--- src/rtl/mux_scan_sel.sv ---
// mux_scan_sel
//   Parametrised NCH-channel, DW-bit registered multiplexer with a valid/ready
//   output stream. A run-time enable mask zeroes dead channels. Two modes:
//     direct (iMode=0): each output word comes from channel iSelect.
//     scan   (iMode=1): round-robin over enabled channels, DWELL words each.
//
// Ports
//   iClk     in   1        clock, rising edge
//   iRst_n   in   1        asynchronous active-low reset (release is expected
//                          to be synchronised to iClk by the reset tree)
//   iData    in   NCH*DW   channel k occupies iData[k*DW +: DW]
//   iEnMask  in   NCH      1 = channel enabled; disabled channels read as 0
//   iSelect  in   SELW     channel index used in direct mode
//   iMode    in   1        0 = direct, 1 = scan
//   iReady   in   1        downstream accepts oData this cycle
//   oData    out  DW       registered sample
//   oChan    out  SELW     channel index oData came from
//   oValid   out  1        oData/oChan valid

module mux_scan_sel #(
    parameter int NCH   = 8,
    parameter int DW    = 1,
    parameter int SELW  = $clog2(NCH),
    parameter int DWELL = 4
) (
    input  logic              iClk,
    input  logic              iRst_n,
    input  logic [NCH*DW-1:0] iData,
    input  logic [NCH-1:0]    iEnMask,
    input  logic [SELW-1:0]   iSelect,
    input  logic              iMode,
    input  logic              iReady,
    output logic [DW-1:0]     oData,
    output logic [SELW-1:0]   oChan,
    output logic              oValid
);

    localparam int              CNTW     = $clog2(DWELL + 1);
    localparam logic [CNTW-1:0] CNT_LAST = CNTW'(DWELL - 1);

    typedef enum logic [1:0] {
        stDirect,
        stSeek,
        stScan
    } stateT;

    stateT           state, stateNext;
    logic [SELW-1:0] ptr, ptrNext;
    logic [CNTW-1:0] cnt, cntNext;
    logic [DW-1:0]   dataNext;
    logic [SELW-1:0] chanNext;
    logic            validNext;
    logic            load;

    // Sample of channel idx, or 0 when the channel is disabled or idx >= NCH.
    function automatic logic [DW-1:0] chanData(
        input logic [SELW-1:0]   idx,
        input logic [NCH*DW-1:0] data,
        input logic [NCH-1:0]    mask
    );
        logic [DW-1:0] result;
        result = '0;
        for (int k = 0; k < NCH; k++) begin
            if (idx == SELW'(k) && mask[k]) begin
                result = data[k*DW +: DW];
            end
        end
        return result;
    endfunction

    // Lowest enabled index; scanned high-to-low so the lowest match wins.
    function automatic logic [SELW-1:0] firstEnabled(input logic [NCH-1:0] mask);
        logic [SELW-1:0] result;
        result = '0;
        for (int k = NCH - 1; k >= 0; k--) begin
            if (mask[k]) begin
                result = SELW'(k);
            end
        end
        return result;
    endfunction

    // Next enabled index after 'from', wrapping NCH-1 -> 0. Walks the mask
    // rotated so that 'from'+1 is offset 1; offset NCH is 'from' itself, so a
    // lone enabled channel maps back onto itself.
    function automatic logic [SELW-1:0] nextEnabled(
        input logic [SELW-1:0] from,
        input logic [NCH-1:0]  mask
    );
        logic [SELW-1:0] result;
        int              idx;
        result = from;
        for (int d = NCH; d >= 1; d--) begin
            idx = (int'(from) + d) % NCH;
            if (mask[idx]) begin
                result = SELW'(idx);
            end
        end
        return result;
    endfunction

    // A new word may be written when the output slot is empty or being drained.
    assign load = !oValid || iReady;

    always_comb begin
        // NOTE: every output of this block gets a default first (hold current
        // value); a path that skips an assignment would otherwise infer a latch.
        stateNext = state;
        ptrNext   = ptr;
        cntNext   = cnt;
        dataNext  = oData;
        chanNext  = oChan;
        validNext = oValid;

        case (state)
            stDirect: begin
                if (iMode) begin
                    stateNext = stSeek;
                end else if (load) begin
                    dataNext  = chanData(iSelect, iData, iEnMask);
                    chanNext  = iSelect;
                    validNext = 1'b1;
                end
            end

            stSeek: begin
                if (!iMode) begin
                    stateNext = stDirect;
                end else if (iEnMask == '0) begin
                    // Nothing to scan: let the held word drain, then go idle.
                    if (load) begin
                        validNext = 1'b0;
                    end
                end else begin
                    ptrNext   = firstEnabled(iEnMask);
                    cntNext   = '0;
                    stateNext = stScan;
                end
            end

            stScan: begin
                if (!iMode) begin
                    stateNext = stDirect;
                end else if (!iEnMask[ptr]) begin
                    // Current channel was disabled under us: restart the search.
                    stateNext = stSeek;
                end else if (load) begin
                    dataNext  = chanData(ptr, iData, iEnMask);
                    chanNext  = ptr;
                    validNext = 1'b1;
                    if (cnt == CNT_LAST) begin
                        cntNext = '0;
                        ptrNext = nextEnabled(ptr, iEnMask);
                    end else begin
                        cntNext = cnt + 1'b1;
                    end
                end
            end

            default: begin
                stateNext = stDirect;
            end
        endcase
    end

    // NOTE: sequential state uses non-blocking assignments so every register
    // samples pre-edge values regardless of statement order.
    always_ff @(posedge iClk or negedge iRst_n) begin
        if (!iRst_n) begin
            state  <= stDirect;
            ptr    <= '0;
            cnt    <= '0;
            oData  <= '0;
            oChan  <= '0;
            oValid <= 1'b0;
        end else begin
            state  <= stateNext;
            ptr    <= ptrNext;
            cnt    <= cntNext;
            oData  <= dataNext;
            oChan  <= chanNext;
            oValid <= validNext;
        end
    end

endmodule

--- config.mk ---
export PLATFORM = sky130hd
export DESIGN_NAME = mux_scan_sel
export DESIGN_NICKNAME = d
export VERILOG_FILES = /design/src/rtl/mux_scan_sel.sv
export SDC_FILE = /design/constraint.sdc
export NUM_CORES = 1
export LEC_CHECK = 0
export BUFFER_PORTS_ARGS = -buffer_cell sky130_fd_sc_hd__buf_2
export CAP_MARGIN = 20
export CORE_MARGIN = 3
export CORE_UTILIZATION = 40
export CTS_CLUSTER_SIZE = 10
export DETAILED_ROUTE_END_ITERATION = 16
export GPL_TIMING_DRIVEN = 0
export PLACE_DENSITY_LB_ADDON = 0.2
export SYNTH_ARGS = -nofsm -noshare
export SYNTH_HDL_FRONTEND = slang
export SYNTH_SLANG_ARGS = --single-unit
--- constraint.sdc ---
create_clock -name iClk -period 3.1 [get_ports iClk]
set_clock_uncertainty 0.15 [all_clocks]
set_input_delay 0.155 -clock iClk [delete_from_list [all_inputs] [get_ports iClk]]
set_output_delay 0.155 -clock iClk [all_outputs]
set_load 0.02 [all_outputs]
Yosys cells after proc, flatten, opt, wreduce, memory -nomap -nowiden
Cells that the tools add are included.
{"block": "word_totals", "mem_count": 0, "register_bits": 13, "word_cells": 199, "output_inout_bits": 5, "latchBits": 0, "mem_bits_ro": 0, "in_bits": 23, "ram_bits": 0}
{"block": "classes", "n_lt_le_gt_ge": 9, "bitwise": 8, "addsub": 9, "n_div": 0, "shift": 0, "n_mul": 0, "reduce_logical": 38, "n_eq_ne": 31, "mux": 98}
{"operator": "3-bit 2-to-1 mux", "count": 33}
{"operator": "1-bit 2-to-1 mux", "count": 45}
{"operator": "4-bit by 5-bit less-than comparator with 1-bit output (second input constant)", "count": 8}
{"operator": "1-bit binary-select mux with 3-bit select", "count": 9}
{"operator": "3-bit == test (second input constant)", "count": 8}
{"operator": "3-bit OR reduction", "count": 8}
{"operator": "2-bit != test (second input constant)", "count": 11}
{"operator": "3-bit one-hot mux with 2 select lines", "count": 3}
{"operator": "1-bit logical AND", "count": 16}
{"operator": "3-bit by 2-bit == test with 1-bit output (second input constant)", "count": 5}
{"operator": "3-bit adder (second input constant)", "count": 4}
{"operator": "6-bit AND reduction", "count": 2}
{"operator": "2-bit 2-to-1 mux", "count": 5}
{"operator": "3-bit by 1-bit adder with 3-bit output (second input constant)", "count": 3}
{"operator": "9-bit != test (second input constant)", "count": 1}
{"operator": "1-bit bitwise AND (first input constant)", "count": 8}
{"operator": "8-bit logical NOT", "count": 1}
{"operator": "8-bit AND reduction", "count": 1}
{"operator": "7-bit AND reduction", "count": 1}
{"operator": "3-bit by 2-bit adder with 3-bit output (second input constant)", "count": 2}
{"operator": "3-bit by 1-bit == test with 1-bit output (second input constant)", "count": 2}
{"operator": "3-bit logical NOT", "count": 2}
{"operator": "3-bit != test (second input constant)", "count": 2}
{"operator": "2-bit one-hot mux with 3 select lines", "count": 1}
{"operator": "11 further kinds", "count": 12}

Depth between registers and ports, before layout
Gate-level depths: netlist of the first run.
{"block": "depth", "ltp_word": 19, "ltp_mapped": 10, "ltp_nobuf": 8}

Worst setup path before layout of the first run
OpenSTA, ideal clock, no wires.
{"block": "synth_timing", "path_kind": "flip-flop to flip-flop", "start": "reg ptr[1]", "end": "reg ptr[0]", "setup_time_ns": 0.125, "required_time_ns": 2.825, "arrival_ns": 3.017, "period_less_slack_ns": 3.292, "path_buffers": 2, "path_stages_with_launch": 11, "path_slack_ns": -0.192, "cell_sequence": "dfrtp_1 buf_2 inv_1 ha_1 buf_6 mux2_4 mux4_2 or4_4 nor4_4 a211oi_1 a2bb2oi_1"}
{"block": "synth_between", "elab_chain_len": 16, "elab_cells_between_ends": 49, "classes_between": "add/sub: 8; eq/ne: 2; mux: 38; reduce/logical: 1"}
{"element": "start, declared", "line_no": "48", "rtl": "logic [SELW-1:0] ptr, ptrNext;"}
{"element": "start signal, assigned", "line_no": "178", "rtl": "ptr <= ptrNext;"}
{"element": "3-bit adder", "line_no": "94", "rtl": "idx = (int'(from) + d) % NCH;"}
{"element": "1-bit binary-select mux with 3-bit select", "line_no": "95", "rtl": "if (mask[idx]) begin"}
{"element": "1-bit 2-to-1 mux (implied by the code) (2 in series)", "line_no": "95"}
{"element": "3-bit 2-to-1 mux (7 in series)", "line_no": "95"}
{"element": "3-bit 2-to-1 mux", "line_no": "151", "rtl": "if (cnt == CNT_LAST) begin"}
{"element": "3-bit 2-to-1 mux", "line_no": "147", "rtl": "end else if (load) begin"}
{"element": "3-bit 2-to-1 mux", "line_no": "144", "rtl": "end else if (!iEnMask[ptr]) begin"}
{"element": "3-bit 2-to-1 mux", "line_no": "142", "rtl": "if (!iMode) begin"}
{"element": "3-bit one-hot mux with 2 select lines", "line_no": "115", "rtl": "case (state)"}
Several ways; a longest one is shown, not always the timed one. The select of a mux whose other input is x is not followed.
A chain may end at the register's enable or synchronous reset.

Worst setup path in the final report of the first run
{"block": "layout_timing", "start": "reg ptr[0]", "end": "reg ptr[0]"}
Same word-level chain as after synthesis.

==> results of run 1 <==
==> kinds of logic after synthesis <==
kind of cell / count (synthesis) / synth area share (%)
AND/OR/NAND/NOR: 68 / 18.8
AO/OA/AOI/OAI: 57 / 20.0
multiplexers: 40 / 29.7
buffers and inverters: 32 / 6.51
adder cells (fa/ha/maj): 13 / 8.06
flip-flops: 13 / 16.1
XOR/XNOR: 2 / 0.869
==> synth_stat cells, types with 7 or more instances <==
cell type,n,area share (%)
inv_1,15,2.8
clkbuf_1,13,2.4
dfrtp_1,13,16
ha_1,13,8.1
mux4_2,13,15
nand2_1,13,2.4
mux2i_1,11,5.5
nor2_1,11,2.0
a21oi_1,9,2.2
nand3_1,9,2.2
mux2_2,8,4.5
nor3_1,8,2.0
nand2b_1,7,2.2
o21ai_0,7,1.7
==> power by group through the flow <==
stage | sequential (mW) | combinational [mW] | clock [mW]
after floorplan | 0.329 | 1.50 | 0
after global placement | 0.302 | 1.92 | 0
after detailed placement | 0.304 | 1.91 | 0
after CTS | 0.289 | 2.13 | 0.152
after global routing | 0.300 | 2.44 | 0.160
final | 0.288 | 2.23 | 0.147
==> cell usage in the layout (no fill, tap or decap), types with 8 or more instances in the layout <==
cell | netlist | final
a21oi_1 | 9 | 9
buf_2 | 3 | 29
nand3_1 | 9 | 9
nor2_1 | 11 | 11
dfrtp_1 | 13 | 12
mux4_2 | 13 | 13
nand2_1 | 13 | 13
ha_1 | 13 | 11
buf_4 | 0 | 17
inv_1 | 15 | 13
nor3_1 | 8 | 8
mux2i_1 | 11 | 11
clkbuf_1 | 13 | 13
==> registers in the layout (all words and copies together) (netlist names) <==
name,cells
cnt,3
oData,1
ptr,3
oChan,3
oValid,1
state,2
==> layout make-up <==
class	count	area [µm²]	share of cell area [%]
inverter	15	63.8	2.58
timing repair buffer	45	273	11.0
tap	67	83.8	3.38
clock buffer	4	45.0	1.82
multi-input combinational	180	1590	64.0
buffer	17	98.8	3.99
sequential	13	327	13.2
==> worst max-delay path: cells and delay by family, from the launching register on <==
kind | cells | cell delay, ns
multiplexers | 2 | 0.86
flip-flops | 1 | 0.38
AND/OR/NAND/NOR | 2 | 0.77
adder cells (fa/ha/maj) | 1 | 0.33
AO/OA/AOI/OAI | 2 | 0.24
buffers and inverters | 2 | 0.27
==> routing by layer <==
| layer | GRT usage (%) | vias to the layer above |
|---|---|---|
| li1 | - | 963 |
| met2 | 32.1 | 87 |
| met5 | 0 | - |
| met1 | 27.5 | 966 |
| met4 | 3.91 | 0 |
| met3 | 2.00 | 6 |
==> worst paths after layout <==
check / from / end / slack, ns / cells past startpoint
max: ptr[0] / ptr[0] / -0.03 / 9
min in group asynchronous: iRst_n / cnt[1] / 0.18 / 2
min: iMode / state[0] / 0.14 / 3
max reg2reg: ptr[0] / ptr[0] / -0.03 / 9
min reg2reg: oChan[2] / oChan[2] / 0.34 / 1
max in group asynchronous: iRst_n / ptr[1] / 2.37 / 2
==> per-stage QoR <==
stage / TNS, ns / power, mW / hold slack (ns)
4_1_cts: -0.174 / 2.57 / 0.131
3_3_place_gp: -1.09 / 2.22 / -0.0911
5_1_grt: -0.441 / 2.90 / 0.166
2_1_floorplan: 0 / 1.83 / -0.291
6_report: -0.0604 / 2.67 / 0.139
3_5_place_dp: -1.00 / 2.22 / -0.0889
==> what timing repair did <==
item                       4_1_cts  5_1_grt
setup buffers                   11        6
resized for setup                8        2
setup endpoints to repair        3        3
hold endpoints to repair        13        0
hold buffers                     1        0
pin swaps                        0        0
==> qor.yml, run 1 <==
yosys:
  ys_seq_elements: 13
  synthCells: 225
  syn_area_um2: 2020
  syn_nets: 261
  ys_seq_area_share_pct: 16.1
  synth_cell_types: 53
  ys.flop_type: "dfrtp_1"
  syn_area_per_cell_um2: 8.96
  synth-async-reset-ratio_pct: 100
  synth.yosys.warnings: 0
  synth_edf_count: 0
power:
  ir_worst_vdd_uv: 544
  p_seq_share_pct: 10.8
  switchingPower_mw: 1.24
  power.leakage_nw: 1.09
  p_comb_share_pct: 83.7
  power_density_nw_per_um2: 1080
  p_int_mw: 1.43
  p_clk_share_pct: 5.5
  swShare_pct: 46.6
die:
  rows: 25
  die_h_um: 77.0
  core_area_um2: 4790
  initial_utilization_pct: 42.1
  die_x_um: 77.0
  die_area_um2: 5930
  ios: 28
global_route:
  grt_pass1_vias: 1982
  grt_usage_pct: 19.4
  grt_max_degree: 14
  overflow: 0
  grt_pass1_wl_mm: 9.56
  antenna_found_initial: 0
layout:
  drive_gt1_share_pct: 31.8
  area_growth_pct: 22.8
  diodes: 0
  fin_nets: 311
  n_fill_cell: 463
  fin_area_um2: 2480
  fin_util_pct: 51.8
  stdcell_count: 341
sta:
  setup_slack_ns: -0.0308
  timing.fmax_mhz: 319
  finalCriticalPeriod_ns: 3.13
  fin_crit_sh_pct: 101
  relSlewSlack_pct: 64.0
  worst_pin_slew_ns: 0.537
  final_max_slew_viol_count: 0
  hold_viol: 0
  setup_violations: 2
  rsz0062_at_grt: "yes"
place:
  routabilityCongestion: 0.824
  port-buffer-count: 27
  hpwlAfterDp_mm: 4.12
  dp_cells: 319
  placed_cell_area_um2: 2250
  dp_worst_setup_slack_ns: -0.345
route:
  wl_met3_um: 451
  firstDrtPassIters: 4
  dr.max_layer_used: "met4"
  postRouteAntennaNets: 0
  drt_iter0_markers: 190
  drc: 0
  via_per_inst: 5.93
  dr_wl_met2_mm: 2.71
  wl_per_cell_um: 16.9
  wl_met1_mm: 2.54
  drt_wl_total_mm: 5.77
  route.vias.total: 2022
status:
  violations: "negative setup slack"
  run_status: "complete, but fails checks"
worst_setup_path:
  crit_chain: "clkbuf_8 -> clkinvlp_4 -> ha_4 -> mux4_2 -> mux2_4 -> or4_4 -> nor4_4 -> a211oi_1 -> a2bb2oi_1"
  startpoint_type: "flop"
  slowest_delay_ns: 0.56
  path_class: "reg2reg"
  crit_required_ns: 3.07
  worstPathMaxFanout: 4
  crit_arrival_ns: 3.10
  crit_path_top_delay_cell: "mux4_2"
  end_kind: "flop"
clock_tree:
  clock-sinks: 13
  cts_tree: "yes"
  cts_made_buffers: 3
  h-tree-depth: 1
  clk_latency_ns: 0.24
  clockRootBuffer: "clkbuf_8"
  clkSlewWorstSetupHoldPaths_ns: 0.05
  clk_path_buf_depth: 2
run:
  cap_violations: 0
hold_path:
  hold_class: "in2reg"
Note: power is estimated with default switching activity, not from simulation.
==> run 2: changes to the inputs <==
Settings changed: MAX_ROUTING_LAYER set to met4.
==> run 2 against run 1 <==
  * Clock-buffer cell count unchanged
  * First-iteration DRC count decreased by 2.6%
  * Maximum frequency decreased by 0.25%
  * Critical path type unchanged
  * Hold slack about the same
  * The run still ends with negative setup slack left
==> qor.yml, run 2 (synthesized netlist as in run 1, its figures left out) <==
layout:
  top_regs: "cnt (3), oChan (3), ptr (3)"
  final_common_cell: "buf_2"
  layout_common_cells: "buf_2, buf_4"
  drive_gt1_share_pct: 31.8
  fin_nets: 311
  diodes: 0
  area_growth_pct: 22.8
  stdcell_count: 341
route:
  drc: 0
  drt_wl_total_mm: 5.72
  via_per_inst: 5.89
  firstDrtPassIters: 4
  wl_per_cell_um: 16.8
  route.vias.total: 2008
  drt_iter0_markers: 185
  postRouteAntennaNets: 0
sta:
  rsz0062_at_grt: "yes"
  timing.fmax_mhz: 319
  tns_ns: -0.0718
  final_max_slew_viol_count: 0
  setup_slack_ns: -0.0386
  relSlewSlack_pct: 63.8
  finalCriticalPeriod_ns: 3.14
  setup_violations: 2
  fin_crit_sh_pct: 101
  worst_pin_slew_ns: 0.539
  hold_viol: 0
worst_setup_path:
  slowest_delay_ns: 0.56
  crit_chain: "clkbuf_8 -> clkinvlp_4 -> ha_4 -> mux4_2 -> mux2_4 -> or4_4 -> nor4_4 -> a211oi_1 -> a2bb2oi_1"
  crit_path_top_delay_cell: "mux4_2"
  startpoint_type: "flop"
  reg2reg_slack_ns: -0.04
  crit_required_ns: 3.07
  path_class: "reg2reg"
  crit_arrival_ns: 3.11
  end_kind: "flop"
  worstPathMaxFanout: 4
clock_tree:
  clk_path_buf_depth: 2
  h-tree-depth: 1
  clockRootBuffer: "clkbuf_8"
  clkSlewWorstSetupHoldPaths_ns: 0.05
  clk_latency_ns: 0.24
  cts_made_buffers: 3
  clock-sinks: 13
  cts_tree: "yes"
power:
  p_int_mw: 1.43
  p_seq_share_pct: 10.8
  p_comb_share_pct: 83.7
  swShare_pct: 46.5
  power.leakage_nw: 1.09
  p_clk_share_pct: 5.5
  switchingPower_mw: 1.24
  ir_worst_vdd_uv: 546
  power_density_nw_per_um2: 1080
place:
  port-buffer-count: 27
  dp_worst_setup_slack_ns: -0.345
  dp_cells: 319
  routabilityCongestion: 0.837
  hpwlAfterDp_mm: 4.12
global_route:
  grt_usage_pct: 20.0
  grt_max_degree: 14
  antenna_found_initial: 0
  overflow: 0
  grtUsageMet1_pct: 27.7
  grt_pass1_wl_mm: 9.56
  grt_busiest_layer: "met2"
  grt_util_met3_pct: 1.64
  grt_pass1_vias: 1979
  grtUsageMet2_pct: 32.1
run:
  cap_violations: 0
hold_path:
  hold_class: "in2reg"
die:
  core_area_um2: 4790
  rows: 25
  die_area_um2: 5930
  die_h_um: 77.0
  initial_utilization_pct: 42.1
  die_x_um: 77.0
  ios: 28
status:
  violations: "negative setup slack"
  run_status: "complete, but fails checks"
-- run 2: cell counts in the layout (fill, tap and decap cells not counted) --
No cell type changed its count.
-- run 2: metal layers --
| layer | vias to the layer above | share of wire, % | wire length [µm] |
|---|---|---|---|
| met1 | 968 | 45 | 2560 |
| met2 | 73 | 47 | 2700 |
| met4 | 0 | 1.1 | 65 |
| met5 | - | 0 | 0 |
| met3 | 6 | 6.9 | 393 |
| li1 | 961 | - | - |
-- run 2: worst max-delay path, delay by kind of cell (launching register included) --
| family | cells | cell delay, ns |
|---|---|---|
| fa+ha+maj | 1 | 0.33 |
| flops | 1 | 0.38 |
| buf+inv | 2 | 0.27 |
| simple gates | 2 | 0.77 |
| compound gates | 2 | 0.25 |
| mux | 2 | 0.86 |
-- run 2: cell type report --
cell class | instances | area [µm²]
fillers | 463 | 2310
multi-input cells | 180 | 1590
flip-flops and latches | 13 | 327
repair buffers | 45 | 273
plain buffers | 17 | 98.8
well taps | 67 | 83.8
inverters | 15 | 63.8
clock buffers | 4 | 45.0
-- run 2: metrics by stage --
step / area, µm² / power, mW / hold slack [ns] / utilization [%]
floorplan: 2030 / 1.83 / -0.291 / -
global placement: 2250 / 2.22 / -0.0911 / 47.1
detailed placement: 2250 / 2.22 / -0.0889 / 47.1
CTS: 2420 / 2.57 / 0.131 / 50.6
global route: 2480 / 2.89 / 0.166 / 51.8
finish: 2480 / 2.67 / 0.139 / 51.8
-- run 2: power groups by stage --
stage	logic, mW	registers (mW)	clock network [mW]
2_1_floorplan	1.50	0.329	0
3_3_place_gp	1.92	0.302	0
3_5_place_dp	1.91	0.304	0
4_1_cts	2.13	0.289	0.152
5_1_grt	2.44	0.300	0.160
6_report	2.23	0.289	0.147
-- run 2: path summary, 6_finish.rpt --
| kind | start | to | cells after the start |
|---|---|---|---|
| max | ptr[0] | ptr[0] | 9 |
| min | iMode | state[0] | 3 |
| max reg2reg | ptr[0] | ptr[0] | 9 |
| min reg2reg | oChan[2] | oChan[2] | 1 |
| max in group asynchronous | iRst_n | ptr[1] | 2 |
| min in group asynchronous | iRst_n | cnt[1] | 2 |
-- run 2: what timing repair did --
action / CTS / global route
resized for setup: 8 / 2
hold buffers: 1 / 0
hold endpoints to repair: 13 / 0
setup buffers: 11 / 6
pin swaps: 0 / 0
endpoints found under the setup margin: 3 / 3
==> run 3: changes to the inputs <==
Settings changed: CORE_ASPECT_RATIO set to 1.2.
==> run 3 against run 2 <==
  * The flow still finishes with violations (negative setup slack)
  * Sequential share of layout area down 0.31 points
  * Hold slack worse by 0.016 ns
  * First-iteration DRC count down 7.6%
  * Setup slack worse by 0.030 ns
  * Highest routed layer unchanged
==> qor.yml, run 3 (synthesized netlist as in run 1, its figures left out) <==
layout:
  fin_nets: 319
  layout_common_cells: "buf_2, buf_4"
  area_growth_pct: 25.7
  final_common_cell: "buf_2"
  stdcell_count: 340
  top_regs: "cnt (3), oChan (3), ptr (3)"
  drive_gt1_share_pct: 34.4
  diodes: 0
die:
  initial_utilization_pct: 42.6
  core_area_um2: 4730
  die_h_um: 83.8
  rows: 27
  die_area_um2: 5930
  die_x_um: 70.8
  ios: 28
route:
  drc: 0
  postRouteAntennaNets: 0
  firstDrtPassIters: 4
  drt_iter0_markers: 171
  wl_per_cell_um: 17.3
  route.vias.total: 1990
  via_per_inst: 5.85
  drt_wl_total_mm: 5.87
clock_tree:
  clock-sinks: 13
  clk_path_buf_depth: 2
  clk_latency_ns: 0.24
  clockRootBuffer: "clkbuf_8"
  clkSlewWorstSetupHoldPaths_ns: 0.05
  cts_tree: "yes"
  cts_made_buffers: 3
  h-tree-depth: 1
status:
  run_status: "complete, but fails checks"
  violations: "negative setup slack"
place:
  port-buffer-count: 27
  hpwlAfterDp_mm: 4.16
  routabilityCongestion: 0.853
  dp_cells: 310
power:
  power_density_nw_per_um2: 1080
  power_mw: 2.73
  power.leakage_nw: 1.13
  ir_worst_vdd_uv: 585
worst_setup_path:
  startpoint_type: "flop"
  path_class: "reg2reg"
  end_kind: "flop"
  crit_required_ns: 3.07
  crit_arrival_ns: 3.13
  worstPathMaxFanout: 4
  r2r_cells: 18
run:
  cap_violations: 0
hold_path:
  holdPathStages: 3
  hold_class: "in2reg"
sta:
  tns_ns: -0.0827
  setup_slack_ns: -0.0690
  rsz0062_at_grt: "yes"
  finalCriticalPeriod_ns: 3.17
  fin_crit_sh_pct: 102
  timing.fmax_mhz: 316
  final_max_slew_viol_count: 0
  setup_violations: 2
  hold_viol: 0
  worst_pin_slew_ns: 0.566
  relSlewSlack_pct: 62.2
global_route:
  overflow: 0
  grt_usage_pct: 20.1
  antenna_found_initial: 0
  grt_pass1_wl_mm: 9.56
  grt_pass1_vias: 1974
  grt_max_degree: 14
==> run 3: changes by cell type in the layout (fill, tap and decap cells not counted), sizes merged <==
cell | before | now
buf | 48 | 56
==> run 3: report_power, final <==
part | switching [mW] | internal [mW] | total [mW]
Sequential | 0.0466 | 0.242 | 0.289
Combinational | 1.15 | 1.14 | 2.30
Clock | 0.0577 | 0.0906 | 0.148
Total | 1.26 | 1.47 | 2.73
==> run 3: metal layers <==
layer	vias up	GRT usage [%]	routed length, µm
met4	0	6.15	115
li1	973	-	-
met1	945	26.8	2680
met2	61	32.7	2880
met3	11	1.20	190
met5	-	-	0
==> run 3: through the flow <==
step | setup WS (ns) | utilization [%] | area (µm²) | hold slack (ns)
2_1_floorplan | 0.00829 | - | 2030 | -0.291
3_3_place_gp | -0.376 | 47.4 | 2240 | -0.0884
3_5_place_dp | -0.336 | 47.4 | 2240 | -0.0885
4_1_cts | -0.185 | 52.8 | 2500 | 0.118
5_1_grt | -0.138 | 53.6 | 2540 | 0.141
6_report | -0.0690 | 53.6 | 2540 | 0.123
==> run 3: final cells by class <==
cell class / instances / area [µm²]
timing repair buffer: 53 / 333
tap: 58 / 72.6
sequential: 13 / 327
clock buffer: 4 / 45.0
multi-input combinational: 180 / 1600
fill: 460 / 2190
inverter: 15 / 63.8
buffer: 17 / 98.8
==> run 3: worst paths after layout <==
kind / startpoint / end / slack, ns
max: ptr[1] / ptr[2] / -0.07
min: iMode / state[1] / 0.12
max reg2reg: ptr[1] / ptr[2] / -0.07
min reg2reg: oChan[1] / oChan[1] / 0.34
max in group asynchronous: iRst_n / ptr[1] / 2.36
min in group asynchronous: iRst_n / oValid / 0.19
==> run 3: timing repair <==
item | CTS | global route
resized for setup | 9 | 4
endpoints found under the hold margin | 13 | 0
buffers inserted | 22 | 3
endpoints found under the setup margin | 3 | 3
hold buffers | 1 | 0
pin swaps | 5 | 6
==> run 3: worst max-delay path, cell delays in order (launching register included) <==
cell,delay [ns]
dfrtp_2,0.38
buf_8,0.11
clkinvlp_4,0.13
buf_4,0.17
buf_4,0.12
buf_4,0.12
buf_4,0.12
buf_4,0.13
buf_4,0.13
buf_4,0.12
buf_4,0.12
buf_4,0.12
buf_4,0.12
buf_4,0.12
o211a_1,0.15
o31ai_2,0.29
a221oi_1,0.13
o21ai_1,0.23
a2bb2oi_1,0.09
